`config.mk`:
```
export PLATFORM = sky130hd
export DESIGN_NAME = registro_pipeline
export DESIGN_NICKNAME = d
export VERILOG_FILES = /design/src/rtl/registro_pipeline.sv
export SDC_FILE = /design/constraint.sdc
export NUM_CORES = 1
export LEC_CHECK = 0
export CORE_MARGIN = 5
export CORE_UTILIZATION = 50
export DETAILED_ROUTE_END_ITERATION = 6
export PLACE_DENSITY = 0.78
export SKIP_LAST_GASP = 1
export SLEW_MARGIN = 20
export SYNTH_ARGS = -nofsm -noshare
export SYNTH_HDL_FRONTEND = slang
export SYNTH_SLANG_ARGS = --single-unit
```
`constraint.sdc`:
```
create_clock -name clk -period 2.3 [get_ports clk]
set_input_delay 0.69 -clock clk [delete_from_list [all_inputs] [get_ports clk]]
set_output_delay 0.69 -clock clk [all_outputs]
set_load 0.02 [all_outputs]
```
`src/rtl/registro_pipeline.sv`:
```
// registro_pipeline: elastic pipeline register with per-stage valids, bubble collapsing and flush.
// Define REGISTRO_PIPELINE_OCC_EN to add the registered occupancy counter output OCC.
module registro_pipeline #(
  parameter int WIDTH  = 8,
  parameter int STAGES = 3
) (
  input  logic             clk,
  input  logic             rst_n,
  input  logic [WIDTH-1:0] DATAIN,
  input  logic             VALID_IN,
  output logic             READY_IN,
  output logic [WIDTH-1:0] DATAOUT,
  output logic             VALID_OUT,
  input  logic             READY_OUT,
  input  logic             FLUSH
`ifdef REGISTRO_PIPELINE_OCC_EN
  ,output logic [$clog2(STAGES+1)-1:0] OCC
`endif
);
  logic [WIDTH-1:0]  data_q [STAGES];
  logic [WIDTH-1:0]  data_d [STAGES];
  logic [STAGES-1:0] v_q, v_d, rdy;
  // A stage can load when it is empty or everything ahead of it can move.
  always_comb begin
    logic r;
    r = READY_OUT;
    rdy = '0;
    for (int i = STAGES - 1; i >= 0; i--) begin
      r = !v_q[i] || r;
      rdy[i] = r;
    end
  end
  always_comb begin
    data_d = data_q;
    v_d = v_q;
    if (FLUSH) begin
      v_d = '0;
    end else begin
      if (rdy[0]) begin
        data_d[0] = DATAIN;
        v_d[0] = VALID_IN;
      end
      for (int i = 1; i < STAGES; i++) begin
        if (rdy[i]) begin
          data_d[i] = data_q[i-1];
          v_d[i] = v_q[i-1];
        end
      end
    end
  end
  always_ff @(posedge clk) begin
    if (!rst_n) begin
      v_q <= '0;
      data_q <= '{default: '0};
    end else begin
      v_q <= v_d;
      data_q <= data_d;
    end
  end
  assign READY_IN  = rdy[0] && !FLUSH;
  assign VALID_OUT = v_q[STAGES-1] && !FLUSH;
  assign DATAOUT   = data_q[STAGES-1];
`ifdef REGISTRO_PIPELINE_OCC_EN
  localparam int OW = $clog2(STAGES + 1);
  logic [OW-1:0] occ_q, occ_d;
  assign occ_d = FLUSH ? '0 : occ_q + OW'(VALID_IN && READY_IN) - OW'(VALID_OUT && READY_OUT);
  always_ff @(posedge clk) begin
    occ_q <= !rst_n ? '0 : occ_d;
  end
  assign OCC = occ_q;
`endif
endmodule

```
Yosys cells after proc, flatten, opt, wreduce, memory -nomap -nowiden. Cells that the tools add are included.

Bits in latches: 0. Output and inout bits: 10. Logic and storage cells: 21. Flip-flop bits (word level): 27. Bits in read-only memories: 0. Bits in writable memories: 0. Memories kept: 0.

$add $sub $neg: 0. Shifts and indexed selects: 0. Multiply operators: 0. Bitwise gates (word level): 2. Mux-type cells: 0. Order comparisons: 0. Eq/ne operators: 0. Div/mod/pow operators: 0. Reductions and logical operators: 13.

Operators by type and width (number): $reduce_and A2 Y1 (3); $logic_not A1 Y1 (4); $logic_or A1 B1 Y1 (3); $logic_and A1 B1 Y1 (2); $not A1 Y1 (2); $reduce_or A2 Y1 (1).

Logic depth before layout (Yosys ltp). Gate-level depths: netlist of the first run.

Depth after elaboration: 5. Depth in mapped cells: 4.

Worst setup path before layout of the first run. Ideal clock, no wire load.

Path type: input -> output. Start: in FLUSH. End: out VALID_OUT. Path buffers: 1. Path slack: 0.445 ns. Stages: 2. Required time: 1.610 ns. Arrival time: 1.165 ns. Path through: buf_2 -> nor2b_1.

Cells in the longest elaborated chain, start to end: 2.

RTL lines: start: declaration (line 15) `input logic FLUSH`; $logic_not A1 Y1 (line 61) `assign VALID_OUT = v_q[STAGES-1] && !FLUSH;`; $logic_and A1 B1 Y1 (line 61); end: declaration (line 13) `output logic VALID_OUT,`.

Every way passes these cells.

Final worst setup path of the first run.
Start: in FLUSH. End: out READY_IN.

Cells in the longest elaborated chain, start to end: 2.

RTL lines: $logic_not A1 Y1 (line 60) `assign READY_IN = rdy[0] && !FLUSH;`; $logic_and A1 B1 Y1 (line 60); end: declaration (line 11) `output logic READY_IN,`.

Every way passes these cells.

==> results of run 1 <==
[cell type report]
type,instances,area (um^2),share of cell area
clock buffer,4,26.3,0.0198
timing repair buffer,29,268,0.202
sequential,27,541,0.407
multi-input combinational,76,450,0.339
tap,28,35.0,0.0264
inverter,2,7.51,0.00566
[cells by family (layout without fill, tap and decap cells)]
logic type	count (synthesis)	after routing	share of synthesized area
flops	27	27	0.491
buf+inv	17	35	0.0990
compound gates	20	20	0.104
mux	16	16	0.146
simple gates	40	40	0.160
[cell usage after synthesis, types with 2 or more instances]
master   count
nand2_1     25
buf_4        8
nor2_1       4
a21oi_1      9
dfxtp_1     27
nand3_1      8
mux2i_1     16
o21ai_1      7
buf_2        6
a31oi_1      2
[flip-flops by register name, indices dropped and copies added (netlist names)]
| name | flops |
|---|---|
| data_q | 16 |
| DATAOUT | 8 |
| v_q | 3 |
[through the flow]
step	utilization	worst slack (ps)	total power [mW]
floorplan	-	445	0.553
global placement	0.608	-621	0.588
detailed placement	0.608	-574	0.591
CTS	0.616	31.4	0.787
global route	0.618	9.10	0.818
finish	0.618	49.4	0.782
[placed cells by master (no fill, tap or decap), types with 2 or more instances in the layout]
cell type | netlist | layout
buf_4 | 8 | 7
nor2_1 | 4 | 4
o21ai_1 | 7 | 7
mux2i_1 | 16 | 16
a21oi_1 | 9 | 9
clkbuf_4 | 0 | 3
nand2_1 | 25 | 25
dfxtp_1 | 27 | 27
nand3_1 | 8 | 8
a31oi_1 | 2 | 2
clkdlybuf4s50_1 | 0 | 19
[timing repair]
item / in CTS / in global routing
cloned: 0 / 0
resized for setup: 10 / 1
setup endpoints to repair: 2 / 1
pin swaps: 0 / 0
endpoints found under the hold margin: 0 / 0
[worst max-delay path: cells and delay by family]
family / cells / cell delay, ps
buf+inv: 3 / 690
compound gates: 1 / 180
[where the power goes]
| group | internal, mW | switching, mW |
|---|---|---|
| Combinational | 0.0465 | 0.0420 |
| Sequential | 0.485 | 0.00683 |
| Clock | 0.0679 | 0.134 |
| Total | 0.599 | 0.183 |
[worst paths after layout]
kind / from / to / cells after the start
max: FLUSH / READY_IN / 4
min: data_q[8] / data_q[8] / 2
max reg2reg: v_q[2] / data_q[9] / 4
min reg2reg: data_q[8] / data_q[8] / 2
[metal layers]
| metal | up-vias | part of all wire | track usage |
|---|---|---|---|
| li1 | 434 | - | - |
| met1 | 363 | 0.46 | 0.158 |
| met2 | 21 | 0.47 | 0.223 |
| met3 | 2 | 0.059 | 0.0207 |
| met4 | 0 | 0.0097 | 0.0497 |
| met5 | - | 0 | 0 |
==> reports/metrics.cfg, run 1 <==
[cts]
cts_buffers=3
root_buffer=clkbuf_4
path_clk_slew_ps=130
ctsHtreeMaxLevel=1
cts_tree=yes
clock_latency_ps=320
cts_sinks=27
cts_setup_buffers=0
clk_path_buf_depth=2
holdBufCountCts=0

[synthesis]
seq_area_frac_synth=0.491
synth_ff_type=dfxtp_1
ys_ff_latch=27
synth_area_um2=1100
synthArstFlopShare=0
netlist_instances=120
syn_avg_cell_area_um2=9.17
synth_top_cell_by_area=dfxtp_1
yosys.area.top_type_share=0.491
synth.distinct_cells=18
syn_nets=133
yosysWarnings=0
ys_top_cells_by_area=dfxtp_1 49%, mux2i_1 15%, nand2_1 8.5%
synth_edf_count=0

[final_layout]
fillers=192
final_nets=152
num_antenna_cells=0
final_cells=166
fin_area_um2=1330
drive_gt1_frac=0.109
syn2layout_area_growth_pct=20.7

[global_route]
antenna_found_initial=0
grt_pass1_vias=832
grt_start_max_net_pins=15
grt_pass1_wl_mm=3.38
gr-usage-all-layers=0.129
overflow=0

[floorplanning]
fp.coreArea_um2=2150
rows=17
ios=23
die_area_um2=3240
dieWidth_um=56.9
start_util=0.512
die_h_um=56.9

[pwr]
p_leak_nw=0.529
vdd_drop_max_mv=0.391
power_density_nw_per_um2=589

[worst_setup_path]
crit_arrival_ps=1560
crit_chain=clkdlybuf4s50_1, a31oi_1, buf_4, buf_6
start_kind=input port
critPathMaxFanout=2
critPathKind=input port to output pin
critPathMaxStageDelay_ps=420
required_ps=1610
reg2reg_setup_slack_ps=1010
crit_path_end_kind=output pin
cp_slowest_cell=clkdlybuf4s50_1

[drt]
via_per_inst=4.94
route.vias.total=820
firstDrtPassIters=4
drt_iter0_drc=4
drt-total-wl_mm=1.97
drc=0
final_antenna_net_count=0
wl_per_cell_um=11.9

[place]
routabilityCongestion=0.719
port_buffers=22
dpl.hpwl_mm=1.51
place_inst=162
postPlaceCellArea_um2=1310

[sta]
slew_headroom=0.763
fmax_ghz=0.444
finClkSkew_ps=4.23
period_share=0.979
rsz0062_at_grt=false
hold_viol_final=0
tns_ps=0
tightest_slew_ps=354
setup_viol=0
slew_viol_final=0
period_needed_ps=2250
holdWs_ps=470

[run]
drv_cap=0

[outcome]
status=complete, no violations

[hold_path]
hold_class=register to register

Power figures use the tool's default switching activity.
==> run 2: changes to the inputs <==
--- a/config.mk
+++ b/config.mk
@@ -8,6 +8,7 @@
 export CORE_MARGIN = 5
 export CORE_UTILIZATION = 50
 export DETAILED_ROUTE_END_ITERATION = 6
+export MAX_ROUTING_LAYER = met4
 export PLACE_DENSITY = 0.78
 export SKIP_LAST_GASP = 1
 export SLEW_MARGIN = 20
==> reports/metrics.cfg, run 2 (synthesis results as in run 1) <==
[final_layout]
num_antenna_cells=0  ; unchanged
drive_gt1_frac=0.109  ; unchanged
final_cell_mix=27 x dfxtp_1, 25 x nand2_1, 19 x clkdlybuf4s50_1  ; unchanged
final_nets=152  ; unchanged
max_flop_register=data_q  ; unchanged
final_common_cell=dfxtp_1  ; unchanged
syn2layout_area_growth_pct=20.7  ; unchanged
largest_reg_flops=16  ; unchanged

[outcome]
status=complete, no violations  ; unchanged

[cts]
ctsHtreeMaxLevel=1  ; unchanged
clk_path_buf_depth=2  ; unchanged
cts_sinks=27  ; unchanged
clock_latency_ps=320  ; about the same
root_buffer=clkbuf_4  ; unchanged
holdBufCountCts=0  ; unchanged
cts_buffers=3  ; unchanged
cts_setup_buffers=0  ; unchanged
cts.repair.resized=10  ; unchanged
cts_tree=yes  ; unchanged
path_clk_slew_ps=130  ; about the same

[pwr]
clockPowerShare=0.258  ; about the same
p_leak_nw=0.529  ; unchanged
power.internal_uw=599  ; about the same
switching_share=0.233  ; was 0.234
p_seq_frac=0.629  ; about the same
power_density_nw_per_um2=589  ; about the same
comb_power_share=0.113  ; about the same
power_uw=782  ; about the same
p_sw_uw=183  ; about the same
vdd_drop_max_mv=0.391  ; about the same

[hold_path]
hold_class=register to register  ; unchanged
min_to=data_q[8]  ; unchanged
hold_path_startpoint=data_q[8]  ; unchanged
hold_depth=2  ; unchanged

[sta]
slew_headroom=0.763  ; about the same
setup_viol=0  ; unchanged
rsz0062_at_grt=false  ; unchanged
fmax_ghz=0.444  ; about the same
setup_ws_ps=49.7  ; was 49.4 ps
period_needed_ps=2250  ; about the same
finClkSkew_ps=4.49  ; was 4.23 ps
slew_viol_final=0  ; unchanged
tightest_slew_ps=354  ; about the same
period_share=0.978  ; was 0.979
tns_ps=0  ; unchanged
hold_viol_final=0  ; unchanged

[global_route]
antenna_found_initial=0  ; unchanged
grt_pass1_wl_mm=3.38  ; unchanged
gr-usage-all-layers=0.133  ; was 0.129
grt_start_max_net_pins=15  ; unchanged
overflow=0  ; unchanged
grt_pass1_vias=831  ; was 832

[worst_setup_path]
r2r_end=data_q[9]  ; unchanged
crit_arrival_ps=1560  ; about the same
reg2reg_setup_slack_ps=1010  ; about the same
crit_family=buffers and inverters  ; unchanged
crit_chain=clkdlybuf4s50_1, a31oi_1, buf_4, buf_6  ; unchanged
critPathBufInv=3  ; unchanged
start_kind=input port  ; unchanged
critPathMaxFanout=2  ; unchanged
timing.rr.start=v_q[2]  ; unchanged
critPathKind=input port to output pin  ; unchanged
critPathMaxStageDelay_ps=420  ; about the same
cp_slowest_cell=clkdlybuf4s50_1  ; unchanged
crit_path_end_kind=output pin  ; unchanged
reg2reg_depth=4  ; unchanged
required_ps=1610  ; about the same
path_depth=4  ; unchanged

[drt]
drt-total-wl_mm=1.97  ; about the same
route.vias.total=822  ; was 820
wl_per_cell_um=11.8  ; was 11.9 um
final_antenna_net_count=0  ; unchanged
firstDrtPassIters=4  ; unchanged
via_per_inst=4.95  ; was 4.94
drc=0  ; unchanged
drt_iter0_drc=4  ; unchanged

[place]
port_buffers=22  ; unchanged
routabilityCongestion=0.727  ; was 0.719
dpl.hpwl_mm=1.51  ; unchanged
detailedPlace.worstSlack_ps=-574  ; unchanged

[floorplanning]
die_h_um=56.9  ; unchanged
fp.coreArea_um2=2150  ; unchanged
ios=23  ; unchanged
dieWidth_um=56.9  ; unchanged
start_util=0.512  ; unchanged
die_area_um2=3240  ; unchanged
rows=17  ; unchanged

[run]
drv_cap=0  ; unchanged

-- run 2: worst max-delay path by stage --
stage / start / endpoint / slack [ps]
6_report: FLUSH / READY_IN / 50
5_1_grt: FLUSH / READY_IN / 9
4_1_cts: FLUSH / READY_IN / 30
3_5_place_dp: READY_OUT / READY_IN / -570
3_3_place_gp: READY_OUT / READY_IN / -620
2_1_floorplan: FLUSH / VALID_OUT / 450
-- run 2: layout make-up --
cell class | instances | area [um^2]
multi-input cells | 76 | 450
inverters | 2 | 7.51
clock buffers | 4 | 26.3
fillers | 192 | 821
repair buffers | 29 | 268
well taps | 28 | 35.0
flip-flops and latches | 27 | 541
-- run 2: metrics by stage --
stage	std cells	cell area (um^2)	hold WS, ps	util
after CTS	166	1320	474	0.616
after global routing	166	1330	508	0.618
after global placement	162	1310	445	0.608
after detailed placement	162	1310	455	0.608
after floorplan	120	1100	435	-
final	166	1330	470	0.618
-- run 2: worst min-delay path: cells and delay by family (launching register included) --
kind | cells | cell delay [ps]
DFF | 1 | 340
muxes | 1 | 50
and+or+nand+nor | 1 | 50
-- run 2: per-layer routing --
layer	up-vias	global-route usage	routed length [um]
met2	21	0.223	914
li1	434	-	-
met4	0	0.0497	23
met1	363	0.158	910
met5	-	-	0
met3	4	0.0207	116
-- run 2: power groups by stage --
stage          clock [mW]  combinational, mW  sequential, mW
6_report            0.202             0.0885           0.492
5_1_grt             0.227             0.0973           0.494
4_1_cts             0.207             0.0889           0.492
3_5_place_dp            0             0.0893           0.502
3_3_place_gp            0             0.0868           0.501
2_1_floorplan           0             0.0529           0.500
==> run 3: changes to the inputs <==
--- a/config.mk
+++ b/config.mk
@@ -6,10 +6,10 @@
 export NUM_CORES = 1
 export LEC_CHECK = 0
 export CORE_MARGIN = 5
-export CORE_UTILIZATION = 50
+export CORE_UTILIZATION = 52
 export DETAILED_ROUTE_END_ITERATION = 6
 export MAX_ROUTING_LAYER = met4
-export PLACE_DENSITY = 0.78
+export PLACE_DENSITY = 0.81
 export SKIP_LAST_GASP = 1
 export SLEW_MARGIN = 20
 export SYNTH_ARGS = -nofsm -noshare
==> reports/metrics.cfg, run 3 (synthesis results as in run 1) <==
[global_route]
grt_use_met3=0.0302  ; was 0.0207
grt_use_met2=0.199  ; was 0.223
gr-usage-met1=0.169  ; was 0.158
antenna_found_initial=0  ; unchanged
gr-usage-all-layers=0.133  ; about the same
grt_start_max_net_pins=16  ; was 15
busiest_layer=met2  ; unchanged
grt_pass1_vias=742  ; was 831
grt_pass1_wl_mm=3.30  ; was 3.38 mm
overflow=0  ; unchanged

[place]
dpl.hpwl_mm=1.41  ; was 1.51 mm
routabilityCongestion=0.764  ; was 0.727
port_buffers=22  ; unchanged
postPlaceCellArea_um2=1310  ; about the same
detailedPlace.worstSlack_ps=-605  ; was -574 ps

[run]
drv_cap=0  ; unchanged

[floorplanning]
die_area_um2=3130  ; was 3240 um^2
dieWidth_um=56.0  ; was 56.9 um
start_util=0.555  ; was 0.512
fp.coreArea_um2=1980  ; was 2150 um^2
die_h_um=56.0  ; was 56.9 um
rows=16  ; was 17
ios=23  ; unchanged

[worst_setup_path]
reg2reg_depth=4  ; unchanged
critPathLaunch=FLUSH  ; unchanged
cp_slowest_cell=clkdlybuf4s50_1  ; unchanged
critPathKind=input port to output pin  ; unchanged
critPathMaxStageDelay_ps=430  ; was 420 ps
critPathBufInv=3  ; unchanged
required_ps=1610  ; about the same
crit_arrival_ps=1590  ; was 1560 ps
crit_top_cell=buf_4
reg2reg_setup_slack_ps=1000  ; was 1010 ps
crit_family=buffers and inverters  ; unchanged
crit_chain=clkdlybuf4s50_1, a31oi_2, buf_4, buf_4  ; was clkdlybuf4s50_1, a31oi_1, buf_4, buf_6
timing.rr.start=v_q[2]  ; unchanged
critPathMaxFanout=2  ; unchanged
start_kind=input port  ; unchanged
crit_path_end_kind=output pin  ; unchanged
path_depth=4  ; unchanged
r2r_end=data_q[8]  ; was data_q[9]
crit_end=READY_IN  ; unchanged

[pwr]
p_leak_nw=0.531  ; was 0.529 nW
power_uw=775  ; was 782 uW
clockPowerShare=0.253  ; was 0.258
p_sw_uw=179  ; was 183 uW
switching_share=0.231  ; was 0.233
power_density_nw_per_um2=583  ; was 589 nW/um^2
vdd_drop_max_mv=0.388  ; was 0.391 mV
comb_power_share=0.114  ; was 0.113
p_seq_frac=0.634  ; was 0.629
power.internal_uw=596  ; was 599 uW

[final_layout]
fin_area_um2=1330  ; about the same
drive_gt1_frac=0.123  ; was 0.109
num_antenna_cells=0  ; unchanged
max_flop_register=data_q  ; unchanged
final_nets=152  ; unchanged
final_cell_mix=27 x dfxtp_1, 25 x nand2_1, 19 x clkdlybuf4s50_1  ; unchanged
syn2layout_area_growth_pct=20.9  ; was 20.7%
final_common_cell=dfxtp_1  ; unchanged
largest_reg_flops=16  ; unchanged
fillers=163  ; was 192

[sta]
period_share=0.989  ; was 0.978
setup_ws_ps=24.7  ; was 49.7 ps
period_needed_ps=2280  ; was 2250 ps
fmax_ghz=0.440  ; was 0.444 GHz
slew_viol_final=0  ; unchanged
hold_viol_final=0  ; unchanged
setup_viol=0  ; unchanged
rsz0062_at_grt=false  ; unchanged
finClkSkew_ps=3.01  ; was 4.49 ps
slew_headroom=0.769  ; was 0.763
tightest_slew_ps=346  ; was 354 ps

[cts]
cts_tree=yes  ; unchanged
root_buffer=clkbuf_4  ; unchanged
ctsHtreeMaxLevel=1  ; unchanged
cts_setup_buffers=0  ; unchanged
clock_latency_ps=320  ; about the same
clk_path_buf_depth=2  ; unchanged
cts_buffers=3  ; unchanged
path_clk_slew_ps=130  ; about the same
cts_sinks=27  ; unchanged
holdBufCountCts=0  ; unchanged

[drt]
final_antenna_net_count=0  ; unchanged
route.vias.total=802  ; was 822
wl_per_cell_um=11.3  ; was 11.8 um
firstDrtPassIters=4  ; unchanged
drc=0  ; unchanged
via_per_inst=4.86  ; was 4.95
drt_iter0_drc=7  ; was 4
drt-total-wl_mm=1.86  ; was 1.97 mm

[hold_path]
hold_class=register to register  ; unchanged

[outcome]
status=complete, no violations  ; unchanged

[run 3: how the worst min path moves through the flow]
stage,from,end,cells past startpoint
after global placement,data_q[8],data_q[8],2
after global routing,data_q[9],data_q[9],2
after CTS,data_q[9],data_q[9],2
after floorplan,data_q[10],data_q[10],2
final,data_q[9],data_q[9],2
after detailed placement,data_q[11],data_q[11],2
[run 3: worst reg2reg max path, stage by stage (launching register included)]
cell and delay [ps]:
dfxtp_1 350, nor2b_4 130, buf_4 180, a21oi_4 340, mux2i_1 250
[run 3: power by group through the flow]
stage	combinational [mW]	sequential, mW	clock [mW]
after global routing	0.0976	0.494	0.218
after global placement	0.0868	0.501	0
after floorplan	0.0529	0.500	0
final	0.0881	0.492	0.196
after detailed placement	0.0890	0.502	0
after CTS	0.0883	0.492	0.206
[run 3: cell type report]
type                    instances  area, um^2  share of cell area
repair buffers                 29         264               0.198
clock buffers                   3        22.5              0.0169
multi-input cells              76         457               0.343
flip-flops and latches         27         541               0.406
inverters                       2        7.51             0.00564
clock inverters                 1        5.00             0.00376
well taps                      27        33.8              0.0254
[run 3: repair_timing]
action | CTS | global route
gates resized for setup | 10 | 1
cloned | 0 | 0
endpoints found under the setup margin | 2 | 1
[run 3: stage by stage]
stage	hold slack [ps]	utilization	setup TNS [ps]	cells
after floorplan	435	-	0	120
after global placement	444	0.658	-965	161
after detailed placement	447	0.658	-958	161
after CTS	476	0.670	0	165
after global routing	483	0.671	0	165
final	474	0.671	0	165
[run 3: routing by layer]
| metal | wire length (um) | up-vias |
|---|---|---|
| met3 | 85 | 2 |
| li1 | - | 432 |
| met5 | 0 | - |
| met4 | 13 | 0 |
| met1 | 879 | 353 |
| met2 | 882 | 15 |
